`src/rtl/rs_cw_packer.sv`:
```
// Packs a byte stream of 256-byte RS codewords into 16 x 128-bit beats per codeword.
// A truncated codeword is zero-padded out to 16 beats so downstream beat counters stay aligned.
module rs_cw_packer (
    input  logic         clk,
    input  logic         rst,
    input  logic [7:0]   i_byte_in,
    input  logic         i_byte_valid,
    input  logic         i_byte_sop,
    output logic         o_byte_ready,
    output logic [127:0] o_data_out,
    output logic         o_valid_out,
    output logic [3:0]   o_beat_idx,
    output logic         o_cw_last,
    output logic         o_frame_err,
    output logic         o_pad_active
);

    localparam int unsigned BEATS_PER_CW = 16;
    localparam int unsigned LANES        = 16;
    localparam int unsigned LANE_W       = 8;
    localparam int unsigned DATA_W       = LANES * LANE_W;
    localparam int unsigned POS_W        = 8;
    localparam int unsigned IDX_W        = 4;

    localparam logic [1:0] S_IDLE = 2'd0;
    localparam logic [1:0] S_FILL = 2'd1;
    localparam logic [1:0] S_PAD  = 2'd2;

    logic [1:0]        r_state;
    logic [POS_W-1:0]  r_pos;
    logic [DATA_W-1:0] r_lanes;
    logic [DATA_W-1:0] r_data_out;
    logic              r_valid_out;
    logic [IDX_W-1:0]  r_beat_idx;
    logic              r_cw_last;
    logic              r_frame_err;
    logic              r_pad_active;
    logic              r_hold_valid;
    logic [LANE_W-1:0] r_hold_byte;
    logic              r_byte_ready;

    logic [1:0]        w_state_nxt;
    logic [POS_W-1:0]  w_pos_nxt;
    logic [DATA_W-1:0] w_lanes_nxt;
    logic [DATA_W-1:0] w_data_nxt;
    logic              w_valid_nxt;
    logic [IDX_W-1:0]  w_idx_nxt;
    logic              w_last_nxt;
    logic              w_ferr_nxt;
    logic              w_pad_nxt;
    logic              w_hold_valid_nxt;
    logic [LANE_W-1:0] w_hold_byte_nxt;
    logic              w_ready_nxt;
    logic              w_xfer;

    assign w_xfer = i_byte_valid & r_byte_ready;

    // State and output registers
    always_ff @(posedge clk) begin
        if (rst) begin
            r_state      <= S_IDLE;
            r_pos        <= '0;
            r_lanes      <= '0;
            r_data_out   <= '0;
            r_valid_out  <= 1'b0;
            r_beat_idx   <= '0;
            r_cw_last    <= 1'b0;
            r_frame_err  <= 1'b0;
            r_pad_active <= 1'b0;
            r_hold_valid <= 1'b0;
            r_hold_byte  <= '0;
            r_byte_ready <= 1'b1;
        end else begin
            r_state      <= w_state_nxt;
            r_pos        <= w_pos_nxt;
            r_lanes      <= w_lanes_nxt;
            r_data_out   <= w_data_nxt;
            r_valid_out  <= w_valid_nxt;
            r_beat_idx   <= w_idx_nxt;
            r_cw_last    <= w_last_nxt;
            r_frame_err  <= w_ferr_nxt;
            r_pad_active <= w_pad_nxt;
            r_hold_valid <= w_hold_valid_nxt;
            r_hold_byte  <= w_hold_byte_nxt;
            r_byte_ready <= w_ready_nxt;
        end
    end

    // Next-state and next-output logic
    always_comb begin
        w_state_nxt      = r_state;
        w_pos_nxt        = r_pos;
        w_lanes_nxt      = r_lanes;
        w_data_nxt       = r_data_out;
        w_valid_nxt      = 1'b0;
        w_idx_nxt        = r_beat_idx;
        w_last_nxt       = 1'b0;
        w_ferr_nxt       = 1'b0;
        w_hold_valid_nxt = r_hold_valid;
        w_hold_byte_nxt  = r_hold_byte;

        case (r_state)
            S_IDLE: begin
                if (w_xfer) begin
                    if (i_byte_sop) begin
                        w_lanes_nxt = DATA_W'(i_byte_in);
                        w_pos_nxt   = POS_W'(1);
                        w_state_nxt = S_FILL;
                    end else begin
                        w_ferr_nxt  = 1'b1;
                    end
                end
            end

            S_FILL: begin
                if (w_xfer) begin
                    if (i_byte_sop) begin
                        // Early sop: park the new byte and pad out the current codeword
                        w_hold_byte_nxt  = i_byte_in;
                        w_hold_valid_nxt = 1'b1;
                        w_ferr_nxt       = 1'b1;
                        w_state_nxt      = S_PAD;
                    end else begin
                        w_lanes_nxt[{r_pos[3:0], 3'b000} +: LANE_W] = i_byte_in;
                        w_pos_nxt = r_pos + POS_W'(1);
                        if (r_pos[3:0] == 4'hF) begin
                            w_data_nxt  = w_lanes_nxt;
                            w_valid_nxt = 1'b1;
                            w_idx_nxt   = r_pos[7:4];
                            w_last_nxt  = (r_pos[7:4] == IDX_W'(BEATS_PER_CW - 1));
                            w_lanes_nxt = '0;
                        end
                        if (r_pos == 8'hFF) begin
                            w_state_nxt = S_IDLE;
                        end
                    end
                end
            end

            S_PAD: begin
                // Unwritten lanes are already zero because the buffer clears after every beat
                w_data_nxt  = r_lanes;
                w_valid_nxt = 1'b1;
                w_idx_nxt   = r_pos[7:4];
                w_last_nxt  = (r_pos[7:4] == IDX_W'(BEATS_PER_CW - 1));
                w_lanes_nxt = '0;
                w_pos_nxt   = {r_pos[7:4] + 4'd1, 4'h0};
                if (r_pos[7:4] == IDX_W'(BEATS_PER_CW - 1)) begin
                    w_lanes_nxt      = DATA_W'(r_hold_byte);
                    w_pos_nxt        = POS_W'(1);
                    w_hold_valid_nxt = 1'b0;
                    w_state_nxt      = S_FILL;
                end
            end

            default: begin
                w_state_nxt = S_IDLE;
            end
        endcase

        w_ready_nxt = (w_state_nxt != S_PAD) & ~w_hold_valid_nxt;
        // Covers the frame_err cycle through the final pad beat
        w_pad_nxt   = (w_state_nxt == S_PAD) | (r_state == S_PAD);
    end

    assign o_byte_ready = r_byte_ready;
    assign o_data_out   = r_data_out;
    assign o_valid_out  = r_valid_out;
    assign o_beat_idx   = r_beat_idx;
    assign o_cw_last    = r_cw_last;
    assign o_frame_err  = r_frame_err;
    assign o_pad_active = r_pad_active;

endmodule
```
`config.mk`:
```
export PLATFORM = sky130hd
export DESIGN_NAME = rs_cw_packer
export DESIGN_NICKNAME = d
export VERILOG_FILES = /design/src/rtl/rs_cw_packer.sv
export SDC_FILE = /design/constraint.sdc
export NUM_CORES = 1
export LEC_CHECK = 0
export BUFFER_PORTS_ARGS = -buffer_cell sky130_fd_sc_hd__clkbuf_2
export CAP_MARGIN = 10
export CELL_PAD_IN_SITES_DETAIL_PLACEMENT = 0
export CELL_PAD_IN_SITES_GLOBAL_PLACEMENT = 1
export CORE_UTILIZATION = 41
export CTS_CLUSTER_DIAMETER = 100
export DETAILED_ROUTE_END_ITERATION = 10
export PLACE_DENSITY_LB_ADDON = 0.15
export SETUP_SLACK_MARGIN = 0.05
export SLEW_MARGIN = 20
export SYNTH_ARGS = -nofsm -noshare
export SYNTH_HDL_FRONTEND = slang
export SYNTH_SLANG_ARGS = --single-unit
```
`constraint.sdc`:
```
create_clock -name clk -period 2.88 [get_ports clk]
set_clock_uncertainty 0.1 [all_clocks]
set_input_delay 0.288 -clock clk [delete_from_list [all_inputs] [get_ports clk]]
set_output_delay 0.288 -clock clk [all_outputs]
set_load 0.005 [all_outputs]
```
==> impl_metrics.yaml, run 1 <==
timing:
  period_needed_ps: 2670
  max-slew-margin-rel_pct: 31.9
  finalSetupViolCount: 0
  worst-slew-pin-transition_ps: 1020
  hold_viol: 0
  fmax_mhz: 374
  rsz0062_at_grt: "false"
  slew_violations: 0
  worst_slack_ps: 206
  fin_crit_sh_pct: 92.9
clocking:
  cts.reportedPaths.clkPinSlew_ps: 60
  cts_buffers: 31
  clock_latency_ps: 560
  cts_resized: 0
  clock_path_buffers: 3
  cts_num_sinks: 284
  cts_setup_buffers: 0
  clock_tree.htree_level_count: 1
  cts_tree: "done"
  clk_root_buffer_cell: "clkbuf_16"
setup_path:
  cp-startpoint: "r_state[1]$_SDFF_PP0_"
  critPathKind: "register to register"
  cp.arrival_ps: 3050
  r2r-start: "r_state[1]$_SDFF_PP0_"
  crit_chain: "inv_1, ha_1, ha_1, nand2b_1, a221oi_4, buf_12, buf_12, nand4_1, a31oi_1"
  crit_family: "compound AO/OA/AOI/OAI gates"
  crit_fanout: 33
  max_stage_delay_ps: 530
  cp_num_buf_inv: 3
  slowest_stage: "a221oi_4"
  cp-start-kind: "register"
  cp-end-kind: "register"
  worstPathRequired_ps: 3250
drt:
  drc: 9
  drtIter0Drc: 911
  dr_total_vias: 11600
  drtPass1Iterations: 10
  avgRoutedWirePerCell_microns: 21.5
  drt-total-wl_microns: 41300
  viasPerCell: 6.05
  ant_nets: 0
synthesis:
  synth_area_sq_mm: 0.0130
  yosys_warnings: 0
  ys_types: 68
  ys_seq_elements: 284
  netlist_instances: 1409
  async_flop_share_pct: 0
  synth_nets: 1429
  synth.avg_cell_area_sq_um: 9.21
  synth-main-ff-cell: "dfxtp_1"
  synth_edf_count: 0
  seq_area_frac_synth_pct: 43.8
grt:
  grt_use_total_pct: 24.5
  grt_pass1_wl_microns: 64400
  first_global_vias: 10800
  overflow: 0
  grt_max_degree: 133
  antenna_found_initial: 0
run_status:
  status: "complete, but fails checks"
  violations: "DRC"
placement:
  dp_hpwl_microns: 25400
  portBuffers: 148
  gp_congestion: 0.878
  preCtsSetupSlack_ps: 255
floorplanning:
  initial_core_util_pct: 42.1
  core_area_sq_mm: 0.0308
  chipHeight_microns: 180
  die_area_sq_mm: 0.0324
  die_w_microns: 180
  rows: 64
  io_pins: 149
final_layout:
  drive_gt1_share_pct: 21.7
  nets: 1522
  n_fill_cell: 2922
  final_cell_mix: "dfxtp_1 (284), a21oi_1 (161), clkbuf_2 (147)"
  finish.utilization_pct: 49.6
  diodes: 0
  area_delta_synth_final_pct: 17.9
  final_common_cell: "dfxtp_1"
worst_hold_path:
  hp-start: "i_byte_in[6]"
  hp-class: "input pin to register"
power_and_ir_drop:
  report.power.total_mw: 9.04
  p_leak_nw: 4.97
  worst_ir_drop_vdd_mv: 0.431
  power_density_mw_per_mm2: 591
run:
  cap_violations: 0
-- cells by family after synthesis --
logic type | Yosys count | share of synthesized area [%]
DFF | 284 | 43.8
adders and majority gates | 8 | 0.772
AOI/OAI and AO/OA | 499 | 26.9
and+or+nand+nor | 318 | 14.6
muxes | 96 | 7.41
xor gates and xnor gates | 2 | 0.251
buffers and inverters | 202 | 6.29
-- sequential cells by signal (all words and copies together), names as in the netlist --
signal,cells
o_data_out,128
r_lanes,128
r_hold_byte,8
r_pos,8
o_beat_idx,4
r_state,2
o_byte_ready,1
o_cw_last,1
o_frame_err,1
o_pad_active,1
o_valid_out,1
r_hold_valid,1
-- what timing repair did --
item,CTS,global route
endpoints found under the hold margin,3,0
setup endpoints to repair,0,0
hold buffers,2,0
-- Yosys cell counts (3+ instances only) --
cell	instances	area (sq um)
dfxtp_1	284	5690
a21oi_1	161	806
clkbuf_1	133	499
nand3_1	98	490
mux2i_1	96	961
a211oi_1	80	601
a22o_1	64	561
nand4_1	61	382
o21ai_0	59	295
a31oi_1	51	319
or3_1	49	307
nand2_1	33	124
inv_1	32	120
buf_2	19	95.1
a211oi_2	16	200
nor3_1	11	55.1
and3_1	10	62.6
a2111oi_0	9	78.8
nor2_1	9	33.8
nor4b_1	9	78.8
o32ai_1	9	78.8
buf_1	8	30.0
ha_1	8	100
o31ai_1	8	60.1
o32ai_2	7	114
nor3_4	6	97.6
buf_4	5	37.5
nand2b_1	5	31.3
nand3b_1	5	37.5
a32o_1	4	40.0
a211oi_4	3	60.1
o211ai_1	3	22.5
o22ai_1	3	18.8
or3b_1	3	26.3
-- final timing paths --
path | slack, ps | endpoint | depth (start not counted)
setup / recovery | 210 | r_lanes[93]$_SDFFE_PP0P_ | 9
hold / removal | 40 | r_hold_byte[6]$_SDFFE_PP0P_ | 3
setup reg to reg | 210 | r_lanes[93]$_SDFFE_PP0P_ | 9
hold reg to reg | 350 | r_hold_byte[5]$_SDFFE_PP0P_ | 2
-- power by group --
| part | total [mW] | internal [mW] | switching (mW) |
|---|---|---|---|
| registers | 4.03 | 3.99 | 0.0368 |
| clock network | 4.02 | 2.37 | 1.65 |
| logic | 0.992 | 0.310 | 0.682 |
-- final cells by class --
class	instances	area (sq um)	share of cell area [%]
inverters	35	134	0.875
well taps	396	495	3.24
clock inverters	12	118	0.769
clock buffers	44	915	5.98
multi-input cells	923	6500	42.5
repair buffers	227	1450	9.45
flip-flops and latches	284	5690	37.2
-- worst register-to-register path, stage by stage, from the launching register on --
cell	delay, ps
dfxtp_1	370
inv_1	100
ha_1	210
ha_1	220
nand2b_1	210
a221oi_4	530
buf_12	280
buf_12	250
nand4_1	130
a31oi_1	180
-- metal layers --
| metal | track usage, % | up-vias | share of wire [%] |
|---|---|---|---|
| met5 | 0 | - | 0 |
| met4 | 7.55 | 0 | 2.6 |
| met3 | 3.04 | 72 | 5.4 |
| met2 | 37.3 | 327 | 44 |
| met1 | 36.0 | 5661 | 48 |
| li1 | - | 5553 | - |
-- through the flow --
stage / instances / hold WS (ps) / setup TNS [ps] / instance area (sq um)
after floorplan: 1409 / 336 / 0 / 13000
after global placement: 1863 / 343 / -1370 / 14200
after detailed placement: 1863 / 348 / 0 / 14200
after CTS: 1921 / 12.5 / 0 / 15300
after global routing: 1921 / 47.8 / 0 / 15300
final: 1921 / 36.2 / 0 / 15300
Note: power is estimated with default switching activity, not from simulation.
==> inputs of run 2 (changes only) <==
Settings changed: CORE_ASPECT_RATIO from default to 1.5.
==> run 2 against run 1 <==
Compared with the run above: the flow now finishes without violations; clock power up 3%; count of clock-buffer cells in the layout is 7 lower; combinational power is 1% lower; sequential cell count did not move; worst hold slack improved by 16 ps; largest cell class unchanged; largest power group is now the clock network.
==> impl_metrics.yaml, run 2 (synthesis results as in run 1) <==
run_status:
  status: "finished clean"
setup_path:
  crit_fanout: 16
  cp-startpoint: "r_pos[0]$_SDFFE_PP0P_"
  worstPathRequired_ps: 3270
  reg2reg_depth: 6
  worst-r2r-setup-slack_ps: 240
  r2r-start: "r_pos[0]$_SDFFE_PP0P_"
  cp-start-kind: "register"
  timing.rr.end: "r_lanes[10]$_SDFFE_PP0P_"
  critPathKind: "register to register"
  cp-end-kind: "register"
  cp.arrival_ps: 3030
drt:
  avgRoutedWirePerCell_microns: 21.7
  drc: 0
  dr_total_vias: 11600
  drtIter0Drc: 859
  ant_nets: 0
  drt-total-wl_microns: 41900
  drtPass1Iterations: 5
  viasPerCell: 6.00
floorplanning:
  die_area_sq_mm: 0.0324
  die_w_microns: 147
  rows: 79
  chipHeight_microns: 220
  core_area_sq_mm: 0.0310
  initial_core_util_pct: 41.8
  io_pins: 149
final_layout:
  n_fill_cell: 3000
  nets: 1527
  diodes: 0
  area_delta_synth_final_pct: 18.4
  final_cell_mix: "dfxtp_1 (284), a21oi_1 (161), clkbuf_2 (147)"
  drive_gt1_share_pct: 21.8
  final_common_cell: "dfxtp_1"
timing:
  rsz0062_at_grt: "false"
  fmax_mhz: 379
  hold_viol: 0
  finalSetupViolCount: 0
  max-slew-margin-rel_pct: 26.9
  period_needed_ps: 2640
  worst_slack_ps: 239
  worst-slew-pin-transition_ps: 1080
  setup_tns_ps: 0
  slew_violations: 0
  fin_crit_sh_pct: 91.7
grt:
  antenna_found_initial: 0
  first_global_vias: 11200
  grt_max_degree: 133
  overflow: 0
  grt_use_total_pct: 25.3
  grt_pass1_wl_microns: 64700
power_and_ir_drop:
  combPwrFrac_pct: 10.7
  p_int_mw: 6.82
  worst_ir_drop_vdd_mv: 0.407
  netSwitchingPower_mw: 2.34
  power_density_mw_per_mm2: 597
  power_frac_seq_pct: 44.0
  p_clk_share_pct: 45.3
  report.power.total_mw: 9.16
  p_leak_nw: 5.00
  switching_share_pct: 25.5
clocking:
  cts_num_sinks: 284
  clk_root_buffer_cell: "clkbuf_16"
  clock_path_buffers: 3
  clock_latency_ps: 570
  cts_setup_buffers: 0
  cts_tree: "done"
  clock_tree.htree_level_count: 1
  cts.reportedPaths.clkPinSlew_ps: 70
  cts_buffers: 28
placement:
  portBuffers: 148
  gp_congestion: 0.842
  preCtsSetupSlack_ps: 249
  dp_hpwl_microns: 26700
worst_hold_path:
  hold_end: "o_frame_err$_SDFF_PP0_"
  hold_depth: 3
  hp-class: "input pin to register"
  hp-start: "i_byte_sop"
run:
  cap_violations: 0
run 2: changes by cell type in the layout (fill, tap and decap cells not counted), sizes merged:
cell,previous run,this run
clkinvlp,3,2
clkbuf,191,184
bufinv,2,7
buf,78,87
dlygate4sd3,2,1
clkinv,9,7
run 2: final cells by class:
class                           count  area, sq um  share of cell area [%]
Timing Repair Buffer              235         1490                    9.73
Clock buffer                       37          774                    5.04
Sequential cell                   284         5690                    37.0
Multi-Input combinational cell    923         6490                    42.3
Clock inverter                     14          265                    1.73
Tap cell                          405          507                    3.30
Inverter                           35          134                   0.872
run 2: metal layers:
layer | global-route usage [%] | share of wire, % | up-vias
met5 | 0 | 0 | -
met4 | 10.5 | 3.8 | 0
met3 | 2.53 | 3.5 | 89
met2 | 44.9 | 51 | 295
met1 | 31.1 | 42 | 5664
li1 | - | - | 5549
run 2: metrics by stage:
step                instances  hold WS (ps)  instance area, sq um  utilization [%]
global placement         1881           343                 14300             46.1
finish                   1933          52.3                 15400             49.5
global route             1933          68.3                 15400             49.5
floorplan                1409           336                 13000                -
CTS                      1933          28.3                 15400             49.5
detailed placement       1881           350                 14300             46.1
run 2: how the worst max path moves through the flow:
stage                                        end  cells after the start
finish                  r_lanes[10]$_SDFFE_PP0P_                      6
global route         o_data_out[46]$_SDFFE_PP0P_                      6
CTS                        r_pos[7]$_SDFFE_PP0P_                      9
detailed placement         r_pos[7]$_SDFFE_PP0P_                      9
global placement           r_pos[7]$_SDFFE_PP0P_                      9
floorplan           o_data_out[100]$_SDFFE_PP0P_                      9
run 2: power by group through the flow:
stage	Clock, mW	Combinational [mW]	Sequential (mW)
CTS	4.23	0.972	4.03
global placement	0	0.965	4.12
detailed placement	0	0.968	4.12
floorplan	0	0.599	4.12
global route	4.39	1.05	4.04
finish	4.15	0.979	4.03
run 2: critical path: stages, from the launching register on:
cell,delay [ps]
dfxtp_1,330
inv_1,60
ha_1,510
nand3b_1,350
nand2b_1,530
or3_1,480
a31oi_1,180
run 2: timing repair:
action | in CTS | in global routing
setup endpoints to repair | 0 | 1
hold buffers | 1 | 0
gates resized for setup | 0 | 1
endpoints found under the hold margin | 1 | 0
